`config.mk`:
```
export PLATFORM = sky130hd
export DESIGN_NAME = bch_syndrome_calc_flat
export DESIGN_NICKNAME = d
export VERILOG_FILES = /design/src/rtl/bch_syndrome_calc_pkg.sv /design/src/rtl/bch_syndrome_calc_if.sv /design/src/rtl/bch_syndrome_calc_gf_const_mul.sv /design/src/rtl/bch_syndrome_calc.sv /design/src/flat_wrapper.sv
export SDC_FILE = /design/constraint.sdc
export NUM_CORES = 1
export LEC_CHECK = 0
export ABC_CLOCK_PERIOD_IN_PS = 3200
export BUFFER_PORTS_ARGS = -buffer_cell sky130_fd_sc_hd__buf_4
export CAP_MARGIN = 5
export CORE_MARGIN = 1.5
export CORE_UTILIZATION = 55
export CTS_CLUSTER_SIZE = 12
export DETAILED_ROUTE_END_ITERATION = 12
export PLACE_DENSITY_LB_ADDON = 0.08
export SLEW_MARGIN = 40
export SYNTH_ARGS = -nofsm -noshare
export SYNTH_HDL_FRONTEND = slang
export SYNTH_SLANG_ARGS = --single-unit
```
`constraint.sdc`:
```
create_clock -name clk -period 3.2 [get_ports clk]
set_input_delay 0.16 -clock clk [delete_from_list [all_inputs] [get_ports clk]]
set_output_delay 0.16 -clock clk [all_outputs]
set_load 0.005 [all_outputs]
```
`src/rtl/bch_syndrome_calc_pkg.sv`:
```
`default_nettype none
// ============================================================================
//  Package     : bch_dec_pkg
//  Description : Shared constants, FSM state type and GF(2^8) helpers for the
//                BCH decoder pipeline (syndrome stage and downstream stages).
//                Field GF(2^8) generated by x^8+x^4+x^3+x^2+1.
//  Revision    : 1.0 - initial release
// ============================================================================
package bch_dec_pkg;

    localparam int             BCH_N    = 141;
    localparam int             BCH_M    = 8;
    localparam logic [BCH_M:0] BCH_POLY = 9'h11D;

    typedef enum logic [1:0] {
        IDLE = 2'd0,
        RUN  = 2'd1,
        DONE = 2'd2
    } bch_state_e;

    // Multiply a field element by alpha: shift, reduce if x^M fell out.
    function automatic logic [BCH_M-1:0] gf_mul_alpha(input logic [BCH_M-1:0] a);
        return {a[BCH_M-2:0], 1'b0} ^ (a[BCH_M-1] ? BCH_POLY[BCH_M-1:0] : '0);
    endfunction

    // Squaring is linear in GF(2^m): a^2 = sum a_i * alpha^(2i). Evaluated
    // Horner-style in alpha^2, MSB first.
    function automatic logic [BCH_M-1:0] gf_sq(input logic [BCH_M-1:0] a);
        logic [BCH_M-1:0] r;
        r = '0;
        for (int i = BCH_M - 1; i >= 0; i--) begin
            r = gf_mul_alpha(gf_mul_alpha(r)) ^ {{(BCH_M-1){1'b0}}, a[i]};
        end
        return r;
    endfunction

endpackage
`default_nettype wire

```
`src/rtl/bch_syndrome_calc_if.sv`:
```
`default_nettype none
// ============================================================================
//  Interface   : bch_syndrome_calc_if
//  Description : Codeword input handshake and syndrome output handshake of the
//                BCH syndrome stage.
//                master : upstream/downstream side (drives in_valid, in_cw,
//                         out_ready)
//                slave  : syndrome block (drives in_ready, out_valid, s1, s3,
//                         out_err and, with BCH_SYND_EVEN_EN, s2 and s4)
//  Macro       : BCH_SYND_EVEN_EN adds the s2/s4 even-syndrome signals.
//  Revision    : 1.0 - initial release
// ============================================================================
interface bch_syndrome_calc_if #(
    parameter int N = bch_dec_pkg::BCH_N,
    parameter int M = bch_dec_pkg::BCH_M
);
    logic         in_valid;
    logic         in_ready;
    logic [N-1:0] in_cw;
    logic         out_valid;
    logic         out_ready;
    logic [M-1:0] s1;
    logic [M-1:0] s3;
    logic         out_err;
`ifdef BCH_SYND_EVEN_EN
    logic [M-1:0] s2;
    logic [M-1:0] s4;
`endif

`ifdef BCH_SYND_EVEN_EN
    modport master (output in_valid, in_cw, out_ready,
                    input  in_ready, out_valid, s1, s3, out_err, s2, s4);
    modport slave  (input  in_valid, in_cw, out_ready,
                    output in_ready, out_valid, s1, s3, out_err, s2, s4);
`else
    modport master (output in_valid, in_cw, out_ready,
                    input  in_ready, out_valid, s1, s3, out_err);
    modport slave  (input  in_valid, in_cw, out_ready,
                    output in_ready, out_valid, s1, s3, out_err);
`endif
endinterface
`default_nettype wire

```
`src/rtl/bch_syndrome_calc_gf_const_mul.sv`:
```
`default_nettype none
// ============================================================================
//  Module      : gf_const_mul
//  Description : Combinational multiply of a GF(2^M) element by alpha^POWER,
//                built as POWER chained multiply-by-alpha steps.
//  Ports       : a_i - field element in
//                y_o - a_i * alpha^POWER
//  Revision    : 1.0 - initial release
// ============================================================================
module gf_const_mul
    import bch_dec_pkg::*;
#(
    parameter int         M     = BCH_M,
    parameter logic [M:0] POLY  = BCH_POLY,
    parameter int         POWER = 1
) (
    input  wire logic [M-1:0] a_i,
    output logic      [M-1:0] y_o
);

    logic [M-1:0] w_step [0:POWER];

    assign w_step[0] = a_i;

    for (genvar k = 0; k < POWER; k++) begin : g_step
        assign w_step[k+1] = {w_step[k][M-2:0], 1'b0} ^
                             (w_step[k][M-1] ? POLY[M-1:0] : '0);
    end

    assign y_o = w_step[POWER];

endmodule
`default_nettype wire

```
`src/rtl/bch_syndrome_calc.sv`:
```
`default_nettype none
// ============================================================================
//  Module      : bch_syndrome_calc
//  Description : BCH syndrome stage. Accepts one N-bit codeword per handshake,
//                evaluates r(alpha) and r(alpha^3) bit-serially (Horner, MSB
//                first, one bit per clock) and presents S1, S3 and an error
//                flag with a valid/ready handshake.
//  Ports       : clk  - clock, rising edge
//                rst  - synchronous active-high reset
//                bus  - bch_syndrome_calc_if.slave (in_valid/in_ready/in_cw,
//                       out_valid/out_ready/s1/s3/out_err[/s2/s4])
//  Macro       : BCH_SYND_EVEN_EN - adds s2 = s1^2 and s4 = s1^4 outputs.
//  Revision    : 1.0 - initial release
// ============================================================================
module bch_syndrome_calc
    import bch_dec_pkg::*;
#(
    parameter int         N    = BCH_N,
    parameter int         M    = BCH_M,
    parameter logic [M:0] POLY = BCH_POLY
) (
    input wire logic           clk,
    input wire logic           rst,
    bch_syndrome_calc_if.slave bus
);

    localparam int CW = $clog2(N);

    bch_state_e   state_q, state_d;
    logic [N-1:0] sreg_q,  sreg_d;
    logic [CW-1:0] cnt_q,  cnt_d;
    logic [M-1:0] acc1_q,  acc1_d;
    logic [M-1:0] acc3_q,  acc3_d;
    logic [M-1:0] s1_q,    s1_d;
    logic [M-1:0] s3_q,    s3_d;
    logic         err_q,   err_d;
    logic         ovld_q,  ovld_d;

    logic [M-1:0] w_acc1_x;
    logic [M-1:0] w_acc3_x;
    logic         w_bit;
    logic [M-1:0] w_s1;

    gf_const_mul #(.M(M), .POLY(POLY), .POWER(1)) u_mul_a1 (
        .a_i (acc1_q),
        .y_o (w_acc1_x)
    );

    gf_const_mul #(.M(M), .POLY(POLY), .POWER(3)) u_mul_a3 (
        .a_i (acc3_q),
        .y_o (w_acc3_x)
    );

    assign w_bit = sreg_q[cnt_q];

    always_comb begin
        state_d = state_q;
        sreg_d  = sreg_q;
        cnt_d   = cnt_q;
        acc1_d  = acc1_q;
        acc3_d  = acc3_q;
        s1_d    = s1_q;
        s3_d    = s3_q;
        err_d   = err_q;
        ovld_d  = ovld_q;
        case (state_q)
            IDLE: begin
                if (bus.in_valid) begin
                    sreg_d  = bus.in_cw;
                    acc1_d  = '0;
                    acc3_d  = '0;
                    cnt_d   = CW'(N - 1);
                    state_d = RUN;
                end
            end
            RUN: begin
                acc1_d = w_acc1_x ^ {{(M-1){1'b0}}, w_bit};
                acc3_d = w_acc3_x ^ {{(M-1){1'b0}}, w_bit};
                if (cnt_q == '0) begin
                    state_d = DONE;
                end else begin
                    cnt_d = cnt_q - 1'b1;
                end
            end
            DONE: begin
                // First DONE cycle loads the output registers; the result is
                // then held until the downstream takes it.
                if (!ovld_q) begin
                    ovld_d = 1'b1;
                    s1_d   = acc1_q;
                    s3_d   = acc3_q;
                    err_d  = (|acc1_q) | (|acc3_q);
                end else if (bus.out_ready) begin
                    ovld_d  = 1'b0;
                    s1_d    = '0;
                    s3_d    = '0;
                    err_d   = 1'b0;
                    state_d = IDLE;
                end
            end
            default: state_d = IDLE;
        endcase
    end

    always_ff @(posedge clk) begin
        if (rst) begin
            state_q <= IDLE;
            sreg_q  <= '0;
            cnt_q   <= '0;
            acc1_q  <= '0;
            acc3_q  <= '0;
            s1_q    <= '0;
            s3_q    <= '0;
            err_q   <= 1'b0;
            ovld_q  <= 1'b0;
        end else begin
            state_q <= state_d;
            sreg_q  <= sreg_d;
            cnt_q   <= cnt_d;
            acc1_q  <= acc1_d;
            acc3_q  <= acc3_d;
            s1_q    <= s1_d;
            s3_q    <= s3_d;
            err_q   <= err_d;
            ovld_q  <= ovld_d;
        end
    end

    assign w_s1          = ovld_q ? s1_q : '0;
    assign bus.in_ready  = (state_q == IDLE);
    assign bus.out_valid = ovld_q;
    assign bus.s1        = w_s1;
    assign bus.s3        = ovld_q ? s3_q : '0;
    assign bus.out_err   = ovld_q & err_q;

`ifdef BCH_SYND_EVEN_EN
    // Even syndromes follow from S1 by squaring (Frobenius), so they need
    // no extra accumulators and inherit the zero-gating of s1.
    assign bus.s2 = gf_sq(w_s1);
    assign bus.s4 = gf_sq(gf_sq(w_s1));
`endif

endmodule
`default_nettype wire

```
`src/flat_wrapper.sv`:
```
// flat-port wrapper written by rule: the top's interface ports become plain ports
module bch_syndrome_calc_flat import bch_dec_pkg::*;
#(
    parameter int         N    = BCH_N,
    parameter int         M    = BCH_M,
    parameter logic [M:0] POLY = BCH_POLY
)
  (clk, rst, bus_in_valid, bus_in_cw, bus_out_ready, bus_in_ready, bus_out_valid, bus_s1, bus_s3, bus_out_err);
  bch_syndrome_calc_if #(.N(N), .M(M)) bus_i ();
  input wire logic clk;
  input wire logic rst;
  input wire logic [$bits(bus_i.in_valid)-1:0] bus_in_valid;
  input wire logic [$bits(bus_i.in_cw)-1:0] bus_in_cw;
  input wire logic [$bits(bus_i.out_ready)-1:0] bus_out_ready;
  output wire logic [$bits(bus_i.in_ready)-1:0] bus_in_ready;
  output wire logic [$bits(bus_i.out_valid)-1:0] bus_out_valid;
  output wire logic [$bits(bus_i.s1)-1:0] bus_s1;
  output wire logic [$bits(bus_i.s3)-1:0] bus_s3;
  output wire logic [$bits(bus_i.out_err)-1:0] bus_out_err;
  assign bus_i.in_valid = bus_in_valid;
  assign bus_i.in_cw = bus_in_cw;
  assign bus_i.out_ready = bus_out_ready;
  assign bus_in_ready = bus_i.in_ready;
  assign bus_out_valid = bus_i.out_valid;
  assign bus_s1 = bus_i.s1;
  assign bus_s3 = bus_i.s3;
  assign bus_out_err = bus_i.out_err;
  bch_syndrome_calc #(.N(N), .M(M), .POLY(POLY)) u_core (.clk(clk), .rst(rst), .bus(bus_i));
endmodule
```
==> run metrics, run 1 <==
outcome finished, violations left; failing checks hold timing; CP required 3.56 ns; vias per cell 5.510; crit-path max FO 22; initial antenna violation count 1; post-route ant nets 0; CTS root buffer clkbuf_16; Final Skew 0.004243 ns; Die Height 124.0 um; clock sink count 185; Starting Density 0.5586; Top delay family on crit path flip-flops; worst hold start bus_in_cw[7]; reg-to-reg slack, setup 0.56 ns; routed vias 7731; CP max stage cell dfxtp_2; worst-path cell chain buf_4, mux4_1, mux2i_1, nand3_1, o2111ai_1, o211ai_2, or2_1, o211ai_1; FF-to-FF Start u_core.cnt_q[0]$_SDFFE_PP0P_; endpoints failing hold 2; hold path depth 3; Core ar. 0.01442 mm^2; Post-Syn Instances 968; MaxCap Viol Count 0; share of the yosys chip area belonging to registers 0.4596; post-synthesis average cell area 8.324 um^2; Worst-Skew Late Latency 0.44 ns; multi-input logic area 0.003985 mm^2; Lkg Pwr 4.475 nW; Ys Warns 0; TritonCTS clock tree built; area delta synth->final 38.23%; area of the die 0.01539 mm^2; CTS clk-pin slew, worst paths 0.06 ns; Die X 124.0 um; number of flops mapped to enable cells by yosys 0; Min-Delay Endpoint u_core.sreg_q[7]$_SDFFE_PP0P_; Power Dens Cells 551.7 mW/mm^2; FMAX 379.4 MHz; Boundary Pins 164; Remaining DRCs 0; post-route worst hold slack -0.009153 ns; Synth Net Count 1115; most frequent cells in the layout nand2_1 (311), dfxtp_1 (183), buf_4 (177); post-CTS sizing 0; worst slew pin tran 0.7600 ns; Post-CTS Setup Inserts 0; Hold Buf Count CTS 123; RSZ-0062 raised after global routing false; Seq. cell area 0.003709 mm^2; Main synth FF type dfxtp_1; grt total ovfl 0; share of post-route cells with drive strength above 1 0.1921; leading area contributor after synthesis dfxtp_1; met2 Usage GRT 0.4983; dpl hpwl 13.78 mm; Reg-to-Reg End u_core.acc1_q[0]$_SDFFE_PP0P_; CTS max path bufs 2; 1st-iter DRT viols 613; PortBufs 163; CTS HTree Levels 4; vias in the first global route 7202; DRT Pass-1 Iters 7; Peak VDD IR 0.0004663 V; post-synth cell types 48; Slew Limit Fails 0; pin count of the biggest net entering global routing 116; first-pass GRT wire length 35.49 mm; #FFs+latches synth 185; critical path type flop to flop; async set-reset flop share out of synthesis 0; R2R cell count 8; grt peak-use layer met2; slew margin rel. 0.4927; crit path launch type flop; Final setup viols 0; Routed WL per cell 16.17 um; GPL Wtd Cong 0.8465; top cell type's share of synthesized area 0.4596; CP max stage delay 0.72 ns; Routed Wire Length 22.69 mm; # rows 44; synthesized area 0.008058 mm^2; nets 1352; most common cell after layout, fill and taps aside nand2_1; setup_tns 0 ns; GR Layer Usage met3 0.06227; crit share post-route 0.8236; Synth area leaders dfxtp_1 (46%), nand2_1 (15%), a21oi_1 (10%), mux4_2 (4.8%), mux4_1 (4.6%); WP buf/inv 1; number of buffers created by CTS 17; CP Capture Type flop; Filler Cell Count 1004; Total GRT Usage 0.2996; Hold Crit Class input pin to flop; met1 GRT Util 0.3793; Final min period 2.635 ns; CP arrival 2.99 ns
==> synth_stat cells (4+ instances only) <==
| master | count |
|---|---|
| nand2_1 | 312 |
| dfxtp_1 | 185 |
| a21oi_1 | 161 |
| clkbuf_1 | 65 |
| nor2_1 | 37 |
| nand3_1 | 21 |
| a22oi_1 | 19 |
| and2_1 | 19 |
| mux4_2 | 17 |
| mux4_1 | 14 |
| mux2i_1 | 11 |
| xor2_1 | 10 |
| buf_1 | 9 |
| nor3_1 | 9 |
| nor4_1 | 8 |
| xnor2_1 | 7 |
| buf_2 | 5 |
| inv_1 | 5 |
| mux2_2 | 4 |
| nand2b_1 | 4 |
| nand3b_1 | 4 |
| o211ai_1 | 4 |
==> state kept, by name, summed over array words and instances (netlist names), 2 cells and up <==
name / flops
u_core.acc1_q: 8
u_core.state_q: 2
u_core.s1_q: 8
u_core.cnt_q: 8
u_core.s3_q: 8
u_core.sreg_q: 141
u_core.acc3_q: 8
==> routing by layer <==
metal | vias up | share of wire
met4 | 0 | 0.028
met2 | 259 | 0.49
met5 | - | 0
met1 | 3645 | 0.43
met3 | 57 | 0.056
li1 | 3770 | -
==> layout make-up <==
type / count / area share
Antenna cell: 1 / 0.0002247
Multi-Input combinational cell: 693 / 0.3578
Tap cell: 184 / 0.02067
Clock inverter: 6 / 0.007751
Timing Repair Buffer: 302 / 0.2329
Inverter: 6 / 0.002022
Sequential cell: 185 / 0.3330
Clock buffer: 26 / 0.04572
==> worst min-delay path: cells and delay by family <==
kind,cells,cell delay (ns)
buf+inv,1,0.11
simple gates,1,0.06
compound gates,1,0.05
==> through the flow <==
step	total power, mW	area, um^2	cells	setup WS (ns)	utilization
floorplan	3.516	8058	968	0.8467	-
global placement	3.897	9304	1247	0.5719	0.6450
detailed placement	3.914	9304	1247	0.4739	0.6450
CTS	6.117	11130	1402	0.4547	0.7717
global route	6.387	11140	1403	0.3890	0.7722
finish	6.145	11140	1403	0.5646	0.7722
==> power by group <==
group,switching [mW],leakage [nW],internal [mW]
Combinational,0.682,2.67,0.612
Clock,0.874,0.291,1.25
Sequential,0.215,1.51,2.51
==> worst max-delay path by stage <==
stage / start / to / slack (ns) / cells past startpoint
after detailed placement: u_core.cnt_q[1]$_SDFFE_PP0P_ / u_core.acc1_q[0]$_SDFFE_PP0P_ / 0.47 / 8
after global placement: u_core.cnt_q[1]$_SDFFE_PP0P_ / u_core.acc1_q[0]$_SDFFE_PP0P_ / 0.57 / 8
after floorplan: u_core.cnt_q[1]$_SDFFE_PP0P_ / u_core.cnt_q[7]$_SDFFE_PP0P_ / 0.85 / 11
final: u_core.cnt_q[0]$_SDFFE_PP0P_ / u_core.acc1_q[0]$_SDFFE_PP0P_ / 0.56 / 8
after CTS: u_core.cnt_q[1]$_SDFFE_PP0P_ / u_core.acc1_q[0]$_SDFFE_PP0P_ / 0.45 / 8
after global routing: u_core.cnt_q[0]$_SDFFE_PP0P_ / u_core.cnt_q[6]$_SDFFE_PP0P_ / 0.39 / 8
==> kinds of logic after synthesis <==
logic type,after synthesis,synth area share
AOI/OAI and AO/OA,203,0.1407
xor gates and xnor gates,17,0.01848
DFF,185,0.4596
muxes,46,0.1124
and+or+nand+nor,425,0.2186
buffers and inverters,90,0.04705
adders and majority gates,2,0.003105
No activity file was read; power rests on OpenSTA's default activity.
==> run 2, diff against run 1 <==
--- a/config.mk
+++ b/config.mk
@@ -5,7 +5,7 @@
 export SDC_FILE = /design/constraint.sdc
 export NUM_CORES = 1
 export LEC_CHECK = 0
-export ABC_CLOCK_PERIOD_IN_PS = 3200
+export ABC_CLOCK_PERIOD_IN_PS = 2500
 export BUFFER_PORTS_ARGS = -buffer_cell sky130_fd_sc_hd__buf_4
 export CAP_MARGIN = 5
 export CORE_MARGIN = 1.5
==> constraint.sdc (replaced) <==
create_clock -name clk -period 2.5 [get_ports clk]
set_input_delay 0.125 -clock clk [delete_from_list [all_inputs] [get_ports clk]]
set_output_delay 0.125 -clock clk [all_outputs]
set_load 0.005 [all_outputs]
==> run 2 against run 1 <==
Against the previous run: the flow now finishes without violations; design area grew 2.8%; cell count grew 1.9%; wire length grew 0.22%; setup slack lost 0.42 ns; register-to-register slack lost 0.42 ns; combinational power grew 40%; non-clock buffer count grew 28; largest cell class unchanged.
==> run metrics, run 2 (synthesis results as in run 1) <==
GPL Wtd Cong 0.8835 (+4.4%); CTS HTree Levels 4 (unchanged); post-route worst hold slack 0.1127 ns (+0.1219 ns); crit path launch type flop; most common cell after layout, fill and taps aside nand2_1; share of post-route cells with drive strength above 1 0.1982 (+0.006116); Final min period 2.358 ns (-0.2772 ns); grt total ovfl 0 (unchanged); Hold Crit Class input pin to flop; Routed Wire Length 22.74 mm (+0.22%); Die X 124.0 um (unchanged); diode count 0 (-1); crit-path max FO 9 (-59%); Place WS 0.009430 ns (-0.4645 ns); Largest register FFs 141 (unchanged); CP Capture Type flop; Final setup viols 0 (unchanged); endpoints failing hold 0 (-2); Lkg Pwr 4.615 nW (+3.1%); most frequent cells in the layout nand2_1 (311), dfxtp_1 (183), buf_4 (182); Routed WL per cell 15.90 um (-1.7%); vias in the first global route 7527 (+4.5%); CTS max path bufs 2 (unchanged); Post-CTS Setup Inserts 0 (unchanged); Slew Limit Fails 0 (unchanged); dpl hpwl 13.67 mm (-0.81%); Remaining DRCs 0 (unchanged); CP required 2.85 ns (-0.71 ns); Peak VDD IR 0.0005263 V (+13%); CTS root buffer clkbuf_16; nets 1380 (+2.1%); reg-to-reg slack, setup 0.14 ns (-0.42 ns); first-pass GRT wire length 35.95 mm (+1.3%); hold path depth 2 (-1); FF-to-FF Start u_core.cnt_q[0]$_SDFFE_PP0P_; Boundary Pins 164 (unchanged); Power Dens Cells 698.2 mW/mm^2 (+27%); Final Skew 0.009216 ns (+0.004974 ns); Die Height 124.0 um (unchanged); slew margin rel. 0.4988 (+0.006094); # rows 44 (unchanged); area of the die 0.01539 mm^2 (unchanged); 1st-iter DRT viols 717 (+17%); post-route ant nets 0 (unchanged); Starting Density 0.5586 (unchanged); setup_tns 0 ns (unchanged); R2R cell count 8 (unchanged); clock sink count 185 (unchanged); worst hold start rst; Min-Delay Endpoint u_core.s3_q[3]$_SDFFE_PP0P_; RSZ-0062 raised after global routing false; outcome finished clean; crit share post-route 0.9433 (+0.1197); Total GRT Usage 0.3009 (+0.001303); Worst-Skew Late Latency 0.43 ns (about the same); DRT Pass-1 Iters 6 (-1); worst slew pin tran 0.7519 ns (-0.008101 ns); Critical Path Start u_core.cnt_q[0]$_SDFFE_PP0P_; pin count of the biggest net entering global routing 88 (-24%); CTS clk-pin slew, worst paths 0.07 ns (about the same); PortBufs 163 (unchanged); CP arrival 2.71 ns (-0.28 ns); number of buffers created by CTS 17 (unchanged); MaxCap Viol Count 0 (unchanged); area delta synth->final 42.11%; TritonCTS clock tree built; FMAX 424.1 MHz (+12%); initial antenna violation count 0 (-1); Core ar. 0.01442 mm^2 (unchanged); vias per cell 5.448 (-1.1%); routed vias 7790 (+0.76%); post-route setup slack 0.1418 ns (-0.4228 ns); critical path type flop to flop; Top reg by flops u_core.sreg_q; Reg-to-Reg End u_core.acc1_q[0]$_SDFFE_PP0P_
run 2: cell types whose count changed in the layout (fill, tap and decap cells not counted), sizes merged:
cell,change
buf,+10
bufinv,+1
clkbuf,-8
clkinv,+1
clkinvlp,+2
diode,-1
dlygate4sd3,+19
inv,+3
run 2: power by group:
group / switching (mW) / internal [mW] / leakage [nW] / total [mW]
clock: 1.16 / 1.61 / 0.290 / 2.77
sequential: 0.214 / 3.21 / 1.51 / 3.42
combinational: 0.957 / 0.846 / 2.81 / 1.80
run 2: repair_timing:
item | in CTS | in global routing
resized for setup | 1 | 2
hold buffers | 142 | 0
setup endpoints to repair | 3 | 5
endpoints found under the hold margin | 142 | 0
run 2: metal layers:
layer  share of wire  track usage
met4           0.024       0.1172
met5               0            0
met2            0.52       0.5268
met3           0.041      0.04533
met1            0.42       0.3730
run 2: worst max-delay path, cell delays in order, from the launching register on:
cell and delay [ns]:
dfxtp_2 0.43, buf_4 0.24, mux4_2 0.53, mux2i_1 0.25, nand3_1 0.12, o311ai_1 0.12
nand2_1 0.14, or2_1 0.24, o211ai_1 0.18
run 2: metrics by stage:
step | area (um^2) | instances | util | total power [mW]
CTS | 11440 | 1430 | 0.7933 | 7.965
finish | 11450 | 1430 | 0.7939 | 7.995
global route | 11450 | 1430 | 0.7939 | 8.335
floorplan | 8058 | 968 | - | 4.501
global placement | 9409 | 1256 | 0.6523 | 5.033
detailed placement | 9409 | 1256 | 0.6523 | 5.062
run 2: area by class of cell:
class | instances | area, um^2
fill | 952 | 2973
tap | 184 | 230.2
clock buffer | 19 | 442.9
clock inverter | 13 | 166.4
timing repair buffer | 330 | 2890
sequential | 185 | 3709
inverter | 6 | 22.52
multi-input combinational | 693 | 3990
run 2: how the worst max path moves through the flow:
stage	end	cells after the start
2_1_floorplan	u_core.cnt_q[7]$_SDFFE_PP0P_	11
5_1_grt	u_core.acc3_q[0]$_SDFFE_PP0P_	8
6_report	u_core.acc1_q[0]$_SDFFE_PP0P_	8
3_5_place_dp	u_core.acc1_q[0]$_SDFFE_PP0P_	8
3_3_place_gp	u_core.cnt_q[7]$_SDFFE_PP0P_	9
4_1_cts	u_core.acc1_q[0]$_SDFFE_PP0P_	8
